`config.mk`:
```
export PLATFORM = sky130hd
export DESIGN_NAME = dmrs_hop_seq_gen
export DESIGN_NICKNAME = d
export VERILOG_FILES = /design/src/rtl/dmrs_hop_seq_gen_pkg.sv /design/src/rtl/dmrs_hop_seq_gen_mod30_seq.sv /design/src/rtl/dmrs_hop_seq_gen.sv
export SDC_FILE = /design/constraint.sdc
export NUM_CORES = 1
export LEC_CHECK = 0
export ABC_AREA = 1
export BUFFER_PORTS_ARGS = -buffer_cell sky130_fd_sc_hd__buf_2
export CAP_MARGIN = 20
export CORE_UTILIZATION = 25
export DETAILED_ROUTE_END_ITERATION = 8
export PLACE_DENSITY = 0.39
export SLEW_MARGIN = 20
export SYNTH_ARGS = -nofsm -noshare
export SYNTH_HDL_FRONTEND = slang
export SYNTH_HIERARCHICAL = 1
export SYNTH_SLANG_ARGS = --single-unit
```
`constraint.sdc`:
```
create_clock -name clk -period 3.95 [get_ports clk]
set_input_delay 0.5925 -clock clk [delete_from_list [all_inputs] [get_ports clk]]
set_output_delay 0.5925 -clock clk [all_outputs]
set_load 0.02 [all_outputs]
```
`src/rtl/dmrs_hop_seq_gen_pkg.sv`:
```
// Shared constants and FSM state type for the multi-symbol PUSCH DMRS
// group/sequence-hopping parameter generator.
package dmrs_hop_seq_gen_pkg;

  localparam logic [1:0] HOP_DIS = 2'd0;
  localparam logic [1:0] HOP_GH  = 2'd1;
  localparam logic [1:0] HOP_SH  = 2'd2;

  localparam int MOD_BASE = 30;
  localparam int MOD_W    = 5;

  typedef enum logic [2:0] {
    IDLE,
    PREP,
    COLLECT,
    REDUCE,
    OUT
  } state_t;

endpackage

```
`src/rtl/dmrs_hop_seq_gen_mod30_seq.sv`:
```
// Restoring mod-30 reducer: one conditional subtract of 30*2^k per cycle,
// k = STEPS-1 down to 0. done is high in the cycle whose result is on out.
module mod30_seq
  import dmrs_hop_seq_gen_pkg::*;
#(
  parameter int IN_W  = 10,
  parameter int STEPS = 6
) (
  input  logic             clk,
  input  logic             rst,
  input  logic             load,
  input  logic [IN_W-1:0]  in,
  output logic             done,
  output logic [MOD_W-1:0] out
);

  localparam int CNT_W = $clog2(STEPS) + 1;
  localparam int EXT_W = IN_W + STEPS + 6;

  logic [IN_W-1:0]  val_q;
  logic [IN_W-1:0]  val_nxt;
  logic [CNT_W-1:0] k_q;
  logic             run_q;
  logic [EXT_W-1:0] val_ext;
  logic [EXT_W-1:0] sub_w;

  // Compare in a widened domain so 30*2^k never overflows for any IN_W.
  always_comb begin
    val_ext = EXT_W'(val_q);
    sub_w   = EXT_W'(MOD_BASE) << k_q;
    val_nxt = val_q;
    if (val_ext >= sub_w) begin
      val_nxt = IN_W'(val_ext - sub_w);
    end
  end

  assign out  = val_nxt[MOD_W-1:0];
  assign done = run_q && (k_q == '0);

  always_ff @(posedge clk) begin
    if (rst) begin
      val_q <= '0;
      k_q   <= '0;
      run_q <= 1'b0;
    end else if (load) begin
      val_q <= in;
      k_q   <= CNT_W'(STEPS - 1);
      run_q <= 1'b1;
    end else if (run_q) begin
      val_q <= val_nxt;
      if (k_q == '0) begin
        run_q <= 1'b0;
      end else begin
        k_q <= k_q - CNT_W'(1);
      end
    end
  end

endmodule

```
`src/rtl/dmrs_hop_seq_gen.sv`:
```
// Per-slot DMRS hopping parameter generator: consumes Gold c bits, produces
// u/v/Mzc for NUM_SYMB symbols toward the Zadoff-Chu base-sequence generator.
module dmrs_hop_seq_gen
  import dmrs_hop_seq_gen_pkg::*;
#(
  parameter int NUM_SYMB = 4,
  parameter int NID_W    = 10,
  parameter int NRB_W    = 7,
  parameter int GH_BITS  = 8
) (
  input  logic             clk,
  input  logic             rst,
  input  logic             start,
  input  logic [NID_W-1:0] n_ID,
  input  logic [NRB_W-1:0] N_rb,
  input  logic [1:0]       En_hopping,
  input  logic             c_bit,
  input  logic             c_valid,
  output logic             c_ready,
  output logic             out_valid,
  input  logic             out_ready,
  output logic [4:0]       u,
  output logic             v,
  output logic [NRB_W+2:0] Mzc,
  output logic [3:0]       sym_idx,
  output logic             busy
);

  localparam int S_W   = ((GH_BITS > 5) ? GH_BITS : 5) + 1;
  localparam int BC_W  = $clog2(GH_BITS) + 1;
  localparam int MZ_W  = NRB_W + 3;

  // Handshakes: a transfer happens on a rising edge where valid and ready are
  // both high; valid never waits on ready, and payload holds while valid&!ready.
  state_t               state_q;
  state_t               state_d;
  logic [1:0]           mode_q;
  logic [MOD_W-1:0]     nid_mod_q;
  logic [GH_BITS-1:0]   f_gh_q;
  logic [BC_W-1:0]      bit_cnt_q;
  logic [4:0]           u_q;
  logic                 v_q;
  logic [MZ_W-1:0]      mzc_q;
  logic [3:0]           sym_q;

  logic                 prep_load;
  logic                 prep_done;
  logic [MOD_W-1:0]     prep_out;
  logic                 red_load;
  logic                 red_done;
  logic [S_W-1:0]       red_in;
  logic [MOD_W-1:0]     red_out;
  logic                 c_acc;
  logic [GH_BITS-1:0]   fgh_acc;
  logic                 last_bit;
  logic                 last_sym;
  logic [1:0]           hop_sel;

  assign last_bit = (bit_cnt_q == BC_W'(GH_BITS - 1));
  assign last_sym = (sym_q == 4'(NUM_SYMB - 1));
  assign hop_sel  = (En_hopping == 2'd3) ? HOP_DIS : En_hopping;

  mod30_seq #(.IN_W(NID_W), .STEPS(6)) u_prep (
    .clk  (clk),
    .rst  (rst),
    .load (prep_load),
    .in   (n_ID),
    .done (prep_done),
    .out  (prep_out)
  );

  mod30_seq #(.IN_W(S_W), .STEPS(4)) u_reduce (
    .clk  (clk),
    .rst  (rst),
    .load (red_load),
    .in   (red_in),
    .done (red_done),
    .out  (red_out)
  );

  always_ff @(posedge clk) begin
    if (rst) begin
      state_q <= IDLE;
    end else begin
      state_q <= state_d;
    end
  end

  // The REDUCE reducer is loaded on the edge that enters REDUCE, so its
  // operand is formed from the values that become valid on that same edge.
  always_comb begin
    state_d   = state_q;
    prep_load = 1'b0;
    red_load  = 1'b0;
    red_in    = S_W'(nid_mod_q);
    c_acc     = 1'b0;
    fgh_acc   = f_gh_q | (GH_BITS'(c_bit) << bit_cnt_q);
    case (state_q)
      IDLE: begin
        if (start) begin
          state_d   = PREP;
          prep_load = 1'b1;
        end
      end
      PREP: begin
        if (prep_done) begin
          if (mode_q == HOP_DIS) begin
            state_d  = REDUCE;
            red_load = 1'b1;
            red_in   = S_W'(prep_out);
          end else begin
            state_d = COLLECT;
          end
        end
      end
      COLLECT: begin
        c_acc = c_valid;
        if (c_valid) begin
          if (mode_q == HOP_SH) begin
            state_d  = REDUCE;
            red_load = 1'b1;
          end else if (last_bit) begin
            state_d  = REDUCE;
            red_load = 1'b1;
            red_in   = S_W'(fgh_acc) + S_W'(nid_mod_q);
          end
        end
      end
      REDUCE: begin
        if (red_done) begin
          state_d = OUT;
        end
      end
      OUT: begin
        if (out_ready) begin
          if (last_sym) begin
            state_d = IDLE;
          end else if (mode_q == HOP_DIS) begin
            state_d  = REDUCE;
            red_load = 1'b1;
          end else begin
            state_d = COLLECT;
          end
        end
      end
      default: state_d = IDLE;
    endcase
  end

  always_ff @(posedge clk) begin
    if (rst) begin
      mode_q    <= HOP_DIS;
      nid_mod_q <= '0;
      f_gh_q    <= '0;
      bit_cnt_q <= '0;
      u_q       <= '0;
      v_q       <= 1'b0;
      mzc_q     <= '0;
      sym_q     <= '0;
    end else begin
      case (state_q)
        IDLE: begin
          if (start) begin
            mode_q    <= hop_sel;
            mzc_q     <= (MZ_W'(N_rb) << 2) + (MZ_W'(N_rb) << 1);
            sym_q     <= '0;
            f_gh_q    <= '0;
            bit_cnt_q <= '0;
            v_q       <= 1'b0;
          end
        end
        PREP: begin
          if (prep_done) begin
            nid_mod_q <= prep_out;
          end
        end
        COLLECT: begin
          if (c_acc) begin
            if (mode_q == HOP_SH) begin
              v_q <= c_bit;
            end else begin
              f_gh_q    <= fgh_acc;
              bit_cnt_q <= bit_cnt_q + BC_W'(1);
            end
          end
        end
        REDUCE: begin
          if (red_done) begin
            u_q <= red_out;
          end
        end
        OUT: begin
          if (out_ready && !last_sym) begin
            sym_q     <= sym_q + 4'd1;
            f_gh_q    <= '0;
            bit_cnt_q <= '0;
          end
        end
        default: ;
      endcase
    end
  end

  assign c_ready   = (state_q == COLLECT);
  assign out_valid = (state_q == OUT);
  assign busy      = (state_q != IDLE);
  assign u         = u_q;
  assign v         = v_q;
  assign Mzc       = mzc_q;
  assign sym_idx   = sym_q;

endmodule

```
==> impl_metrics.env, run 1 <==
export IMPL_clkLatencyLatePin_ps=350
export IMPL_ir_drop_uv=238
export IMPL_clk_pin_slew_ps=60
export IMPL_setup_viol=0
export IMPL_viasPerCell=4.49
export IMPL_setup_tns_final_ps=0
export IMPL_switching_share_pct=47.3
export IMPL_cts_resized=0
export IMPL_path_max_fanout=11
export IMPL_rows=53
export IMPL_drcViolationCount=0
export IMPL_critPathKind="register to register"
export IMPL_first_pass_iters=4
export IMPL_finalCritPeriodShare_pct=75.3
export IMPL_p_int_mw=1.91
export IMPL_drt_iter0_markers=216
export IMPL_worstSetupEndpointType="register"
export IMPL_cts_sinks=69
export IMPL_die_area_um2=22600
export IMPL_grt_usage_pct=14.9
export IMPL_cp_start_kind="register"
export IMPL_period_needed_ps=2980
export IMPL_cts_tree="built"
export IMPL_finalHoldViolCount=0
export IMPL_cts_made_buffers=9
export IMPL_antenna_cells=0
export IMPL_synth_fp_nets=904
export IMPL_maxCapViolCount=0
export IMPL_root_buffer="clkbuf_16"
export IMPL_synth_async_reset_ratio_pct=0
export IMPL_nets=946
export IMPL_cp_cell_sequence="inv_1 > ha_1 > nor2_1 > a31oi_1 > ha_1 > nand2_1 > nor2_4 > nand3_2 > nand3_2 > nand2_2 > nand2_4 > nand3_1 > and2_1 > nor3b_1 > a21oi_1 > nand2_1 > a22oi_1 > a21oi_1"
export IMPL_relSlewSlack_pct=47.1
export IMPL_yosysUniqueCellTypes=49
export IMPL_ios=48
export IMPL_coreArea_um2=21300
export IMPL_fp_dieW_um=150
export IMPL_routed_wl_mm=15.6
export IMPL_fin_worst_skew_ps=8.00
export IMPL_power_density_nw_per_um2=579
export IMPL_port_buffers=46
export IMPL_worstPathArrival_ps=3190
export IMPL_drive_above_1_share_pct=14.4
export IMPL_h_tree_depth=3
export IMPL_via_count=5169
export IMPL_power_mw=3.63
export IMPL_switchingPower_mw=1.72
export IMPL_wl_per_cell_um=13.5
export IMPL_die_y_um=150
export IMPL_yosys_warnings=6
export IMPL_grt_max_degree=32
export IMPL_hp_class="register to register"
export IMPL_run_status="complete, no violations"
export IMPL_pwr_share_clk_pct=22.8
export IMPL_required_ps=4160
export IMPL_synth_seq_cells=69
export IMPL_antenna_found_initial=0
export IMPL_fmax_mhz=336
export IMPL_tightest_slew_ps=793
export IMPL_postCtsSetupRepairBufs=0
export IMPL_ant_nets=0
export IMPL_grt_ovfl_total=0
export IMPL_synth_edf_count=0
export IMPL_clk_path_buf_depth=2
export IMPL_syn_to_final_growth_pct=14.0
export IMPL_seqPwrFrac_pct=25.4
export IMPL_place_inst=1134
export IMPL_place_gp_congestion=0.801
export IMPL_cts_hold_buffers=0
export IMPL_p_leak_nw=3.11
export IMPL_start_util_pct=25.8
export IMPL_seq_area_frac_synth_pct=25.1
export IMPL_grt_pass1_wl_mm=25.9
export IMPL_syn_area_um2=5500
export IMPL_critPathMaxStageDelay_ps=410
export IMPL_dp_hpwl_mm=12.3
export IMPL_drv_slew=0
export IMPL_avgSynthCellArea_um2=6.64
export IMPL_grt_setup_unrepaired="false"
export IMPL_pre_cts_ws_ps=961
export IMPL_worst_path_max_delay_cell="dfxtp_1"
export IMPL_grt_pass1_vias=5117
export IMPL_instances_no_fill=1150
export IMPL_setup_slack_ps=974
export IMPL_synth_ff_type="dfxtp_1"
export IMPL_synthCells=828
export IMPL_p_comb_share_pct=51.8
-- area by class of cell --
| cell class | count | area, um2 |
|---|---|---|
| inverters | 126 | 473 |
| fillers | 2412 | 15000 |
| flip-flops and latches | 69 | 1380 |
| repair buffers | 49 | 253 |
| well taps | 275 | 344 |
| clock inverters | 6 | 71.3 |
| multi-input cells | 615 | 3520 |
| clock buffers | 10 | 229 |
-- placed cells by master, fill, tap and decap left out, drive strengths merged --
master / count
o31ai: 1
clkinvlp: 2
inv: 125
nor2: 78
nor3: 2
o21a: 3
a21oi: 74
nor3b: 1
a22oi: 8
buf: 49
o211ai: 3
nand3b: 8
o21bai: 1
clkinv: 4
ha: 49
and2: 4
clkbuf: 10
dfxtp: 69
o21ai: 34
or2: 5
bufinv: 1
o22ai: 1
a31oi: 3
fa: 2
nand2: 214
nand3: 90
xor2: 10
conb: 1
a211oi: 1
nand4: 18
xnor2: 4
-- metal layers --
| metal | wire, um | vias to the layer above | GRT usage, % |
|---|---|---|---|
| met5 | 0 | - | 0 |
| met4 | 257 | 0 | 4.14 |
| met3 | 673 | 15 | 3.33 |
| li1 | - | 2777 | - |
| met1 | 7890 | 2307 | 20.3 |
| met2 | 6750 | 70 | 23.3 |
-- power by group through the flow --
stage          clock (mW)  sequential (mW)  combinational [mW]
2_1_floorplan           0            0.933                1.46
3_3_place_gp            0            0.942                1.92
3_5_place_dp            0            0.938                1.90
4_1_cts             0.861            0.925                1.91
5_1_grt             0.892            0.941                2.15
6_report            0.827            0.923                1.88
-- worst paths after layout --
check	from	end	slack, ps	depth (start not counted)
max	u_prep/k_q[1]	u_reduce/val_q[3]	970	18
min	f_gh_q[6]	f_gh_q[6]	450	2
max reg2reg	u_prep/k_q[1]	u_reduce/val_q[3]	970	18
min reg2reg	f_gh_q[6]	f_gh_q[6]	450	2
-- registers in the layout, indices dropped and copies added, names as in the netlist --
signal,cells
state_q,3
u,5
u_prep/val_q,10
u_prep/run_q,1
u_prep/k_q,4
u_reduce/k_q,3
f_gh_q,8
sym_idx,4
Mzc,9
u_reduce/val_q,9
nid_mod_q,5
bit_cnt_q,4
u_reduce/run_q,1
mode_q,2
v,1
-- worst max-delay path, delay by kind of cell, from the launching register on --
kind                       cells  cell delay, ps
adders and majority gates      2             600
and+or+nand+nor               11            1270
AOI/OAI and AO/OA              4             440
buffers and inverters          1             120
DFF                            1             410
-- Yosys cell counts, drive strengths merged (4+ instances only) --
| cell | instances | area [um2] |
|---|---|---|
| nand2 | 214 | 916 |
| inv | 123 | 462 |
| nand3 | 90 | 485 |
| nor2 | 78 | 339 |
| a21oi | 74 | 385 |
| dfxtp | 69 | 1380 |
| ha | 49 | 613 |
| o21ai | 34 | 178 |
| nand4 | 18 | 134 |
| buf | 15 | 116 |
| xor2 | 10 | 87.6 |
| a22oi | 8 | 60.1 |
| nand3b | 8 | 63.8 |
| or2 | 5 | 31.3 |
| and2 | 4 | 25.0 |
| xnor2 | 4 | 35.0 |
-- kinds of logic (layout without fill, tap and decap cells) --
group,after synthesis,after routing,synth area share (%)
AND/OR/NAND/NOR,420,420,36.8
XOR/XNOR,14,14,2.23
adder cells (fa/ha/maj),51,51,11.9
other,1,1,0.0682
flip-flops,69,69,25.1
AO/OA/AOI/OAI,129,129,13.0
buffers and inverters,144,191,10.9
-- metrics by stage --
stage | hold WS, ps | utilization [%] | instance area (um2)
floorplan | 430 | - | 5500
detailed placement | 451 | 28.0 | 5970
global route | 457 | 29.5 | 6270
finish | 454 | 29.5 | 6270
CTS | 435 | 29.5 | 6270
global placement | 455 | 28.0 | 5970
(Power assumes the default switching activity.)
==> inputs of run 2 (changes only) <==
clock period = 2.8 ns   (was 3.95 ns; I/O delays follow)
==> run 2 against run 1 <==
Compared with the run above: utilization increased by 2.2 points; clock-buffer cell count unchanged; combinational power up 68%; critical path depth fell by 5; first-iteration DRC count increased by 19%; clock skew about the same; total power rose by 59%; register-to-register slack got worse by 800 ps; maximum frequency grew 13%; via count is 1.6% higher; largest cell class unchanged; largest power group unchanged.
==> impl_metrics.env, run 2 (synthesis results as in run 1) <==
export IMPL_clkLatencyLatePin_ps=350
export IMPL_required_ps=3020
export IMPL_hp_class="input port to register"
export IMPL_root_buffer="clkbuf_16"
export IMPL_ir_drop_uv=382
export IMPL_finalCritPeriodShare_pct=93.8
export IMPL_power_mw=5.77
export IMPL_h_tree_depth=3
export IMPL_critPathMaxStageDelay_ps=370
export IMPL_setup_viol=0
export IMPL_fp_dieW_um=150
export IMPL_cts_tree="built"
export IMPL_largest_register="u_prep/val_q"
export IMPL_hp_start="En_hopping[0]"
export IMPL_cts_made_buffers=9
export IMPL_fmax_mhz=381
export IMPL_place_gp_congestion=0.810
export IMPL_antenna_found_initial=0
export IMPL_wl_per_cell_um=13.6
export IMPL_grt_pass1_wl_mm=26.3
export IMPL_run_status="complete, no violations"
export IMPL_p_leak_nw=3.28
export IMPL_maxCapViolCount=0
export IMPL_die_y_um=150
export IMPL_ios=48
export IMPL_syn_to_final_growth_pct=22.7
export IMPL_worst_path_max_delay_cell="dfxtp_4"
export IMPL_r2r_start="u_prep/k_q[0]"
export IMPL_via_count=5254
export IMPL_drt_iter0_markers=258
export IMPL_pre_cts_ws_ps=-19.3
export IMPL_period_needed_ps=2630
export IMPL_power_density_nw_per_um2=856
export IMPL_antenna_cells=0
export IMPL_instances_no_fill=1178
export IMPL_layout_common_cells="nand2_1, inv_1, nand3_1, a21oi_1, nor2_1"
export IMPL_cp_cell_sequence="ha_2 > or2_4 > ha_4 > or2_1 > buf_4 > nand2_1 > xor2_1 > nand3_1 > and2_1 > nand4_1 > nand3_1 > a22oi_1 > a21oi_1"
export IMPL_clk_pin_slew_ps=60
export IMPL_drive_above_1_share_pct=20.7
export IMPL_cts_hold_buffers=0
export IMPL_drv_slew=0
export IMPL_cpMostUsedCell="nand3_1"
export IMPL_grt_ovfl_total=0
export IMPL_cts_sinks=69
export IMPL_coreArea_um2=21300
export IMPL_finalHoldViolCount=0
export IMPL_port_buffers=46
export IMPL_critPathKind="register to register"
export IMPL_viasPerCell=4.46
export IMPL_grt_pass1_vias=5123
export IMPL_nets=974
export IMPL_setup_slack_ps=173
export IMPL_grt_max_degree=32
export IMPL_utilization_pct=31.7
export IMPL_ant_nets=0
export IMPL_layout_commonest_cell="nand2_1"
export IMPL_cp_start_kind="register"
export IMPL_fin_worst_skew_ps=7.56
export IMPL_path_max_fanout=4
export IMPL_die_area_um2=22600
export IMPL_drcViolationCount=0
export IMPL_rows=53
export IMPL_dp_hpwl_mm=12.6
export IMPL_worstSetupEndpointType="register"
export IMPL_largest_register_ffs=10
export IMPL_first_pass_iters=4
export IMPL_start_util_pct=25.8
export IMPL_startpoint="u_prep/k_q[0]"
export IMPL_clk_path_buf_depth=2
export IMPL_worstPathArrival_ps=2840
export IMPL_place_inst=1157
export IMPL_grt_usage_pct=15.0
export IMPL_routed_wl_mm=16.1
run 2: worst paths after layout:
path | to | slack [ps] | cells past startpoint
worst max-delay path | u_reduce/val_q[4] | 170 | 13
worst min-delay path | mode_q[1] | 290 | 2
worst max register to register | u_reduce/val_q[4] | 170 | 13
worst min register to register | f_gh_q[4] | 450 | 2
run 2: cell type report:
cell class / instances / area (um2)
Inverter: 126 / 483
Clock inverter: 6 / 93.8
Timing Repair Buffer: 77 / 467
Multi-Input combinational cell: 615 / 3720
Tap cell: 275 / 344
Clock buffer: 10 / 239
Fill cell: 2330 / 14500
Sequential cell: 69 / 1400
run 2: timing repair:
| item | in CTS | in global routing |
|---|---|---|
| setup buffers | 1 | 4 |
| pin swaps | 1 | 14 |
| resized for setup | 4 | 48 |
| setup endpoints to repair | 2 | 4 |
run 2: per-layer routing:
layer  track usage, %  part of all wire [%]  vias up
met5                0                     0        -
met4             4.70                   1.1        0
met3             2.48                   2.9       13
met2             23.6                    44       47
met1             20.7                    52     2361
li1                 -                     -     2833
run 2: stage by stage:
step                      instance area (um2)  TNS, ps  hold WS (ps)
final                                    6750        0           286
after global routing                     6750    -9.43           276
after floorplan                          5500        0           430
after CTS                                6490        0           267
after global placement                   6140        0           446
after detailed placement                 6140    -19.3           445
run 2: worst max-delay path, delay by kind of cell, from the launching register on:
family | cells | cell delay, ps
simple gates | 7 | 1090
compound gates | 2 | 280
fa+ha+maj | 2 | 420
xor+xnor | 1 | 190
flops | 1 | 370
buf+inv | 1 | 150
run 2: report_power, final:
part	total (mW)	switching [mW]	internal, mW
registers	1.32	0.173	1.14
clock network	1.30	0.487	0.812
logic	3.16	1.95	1.21
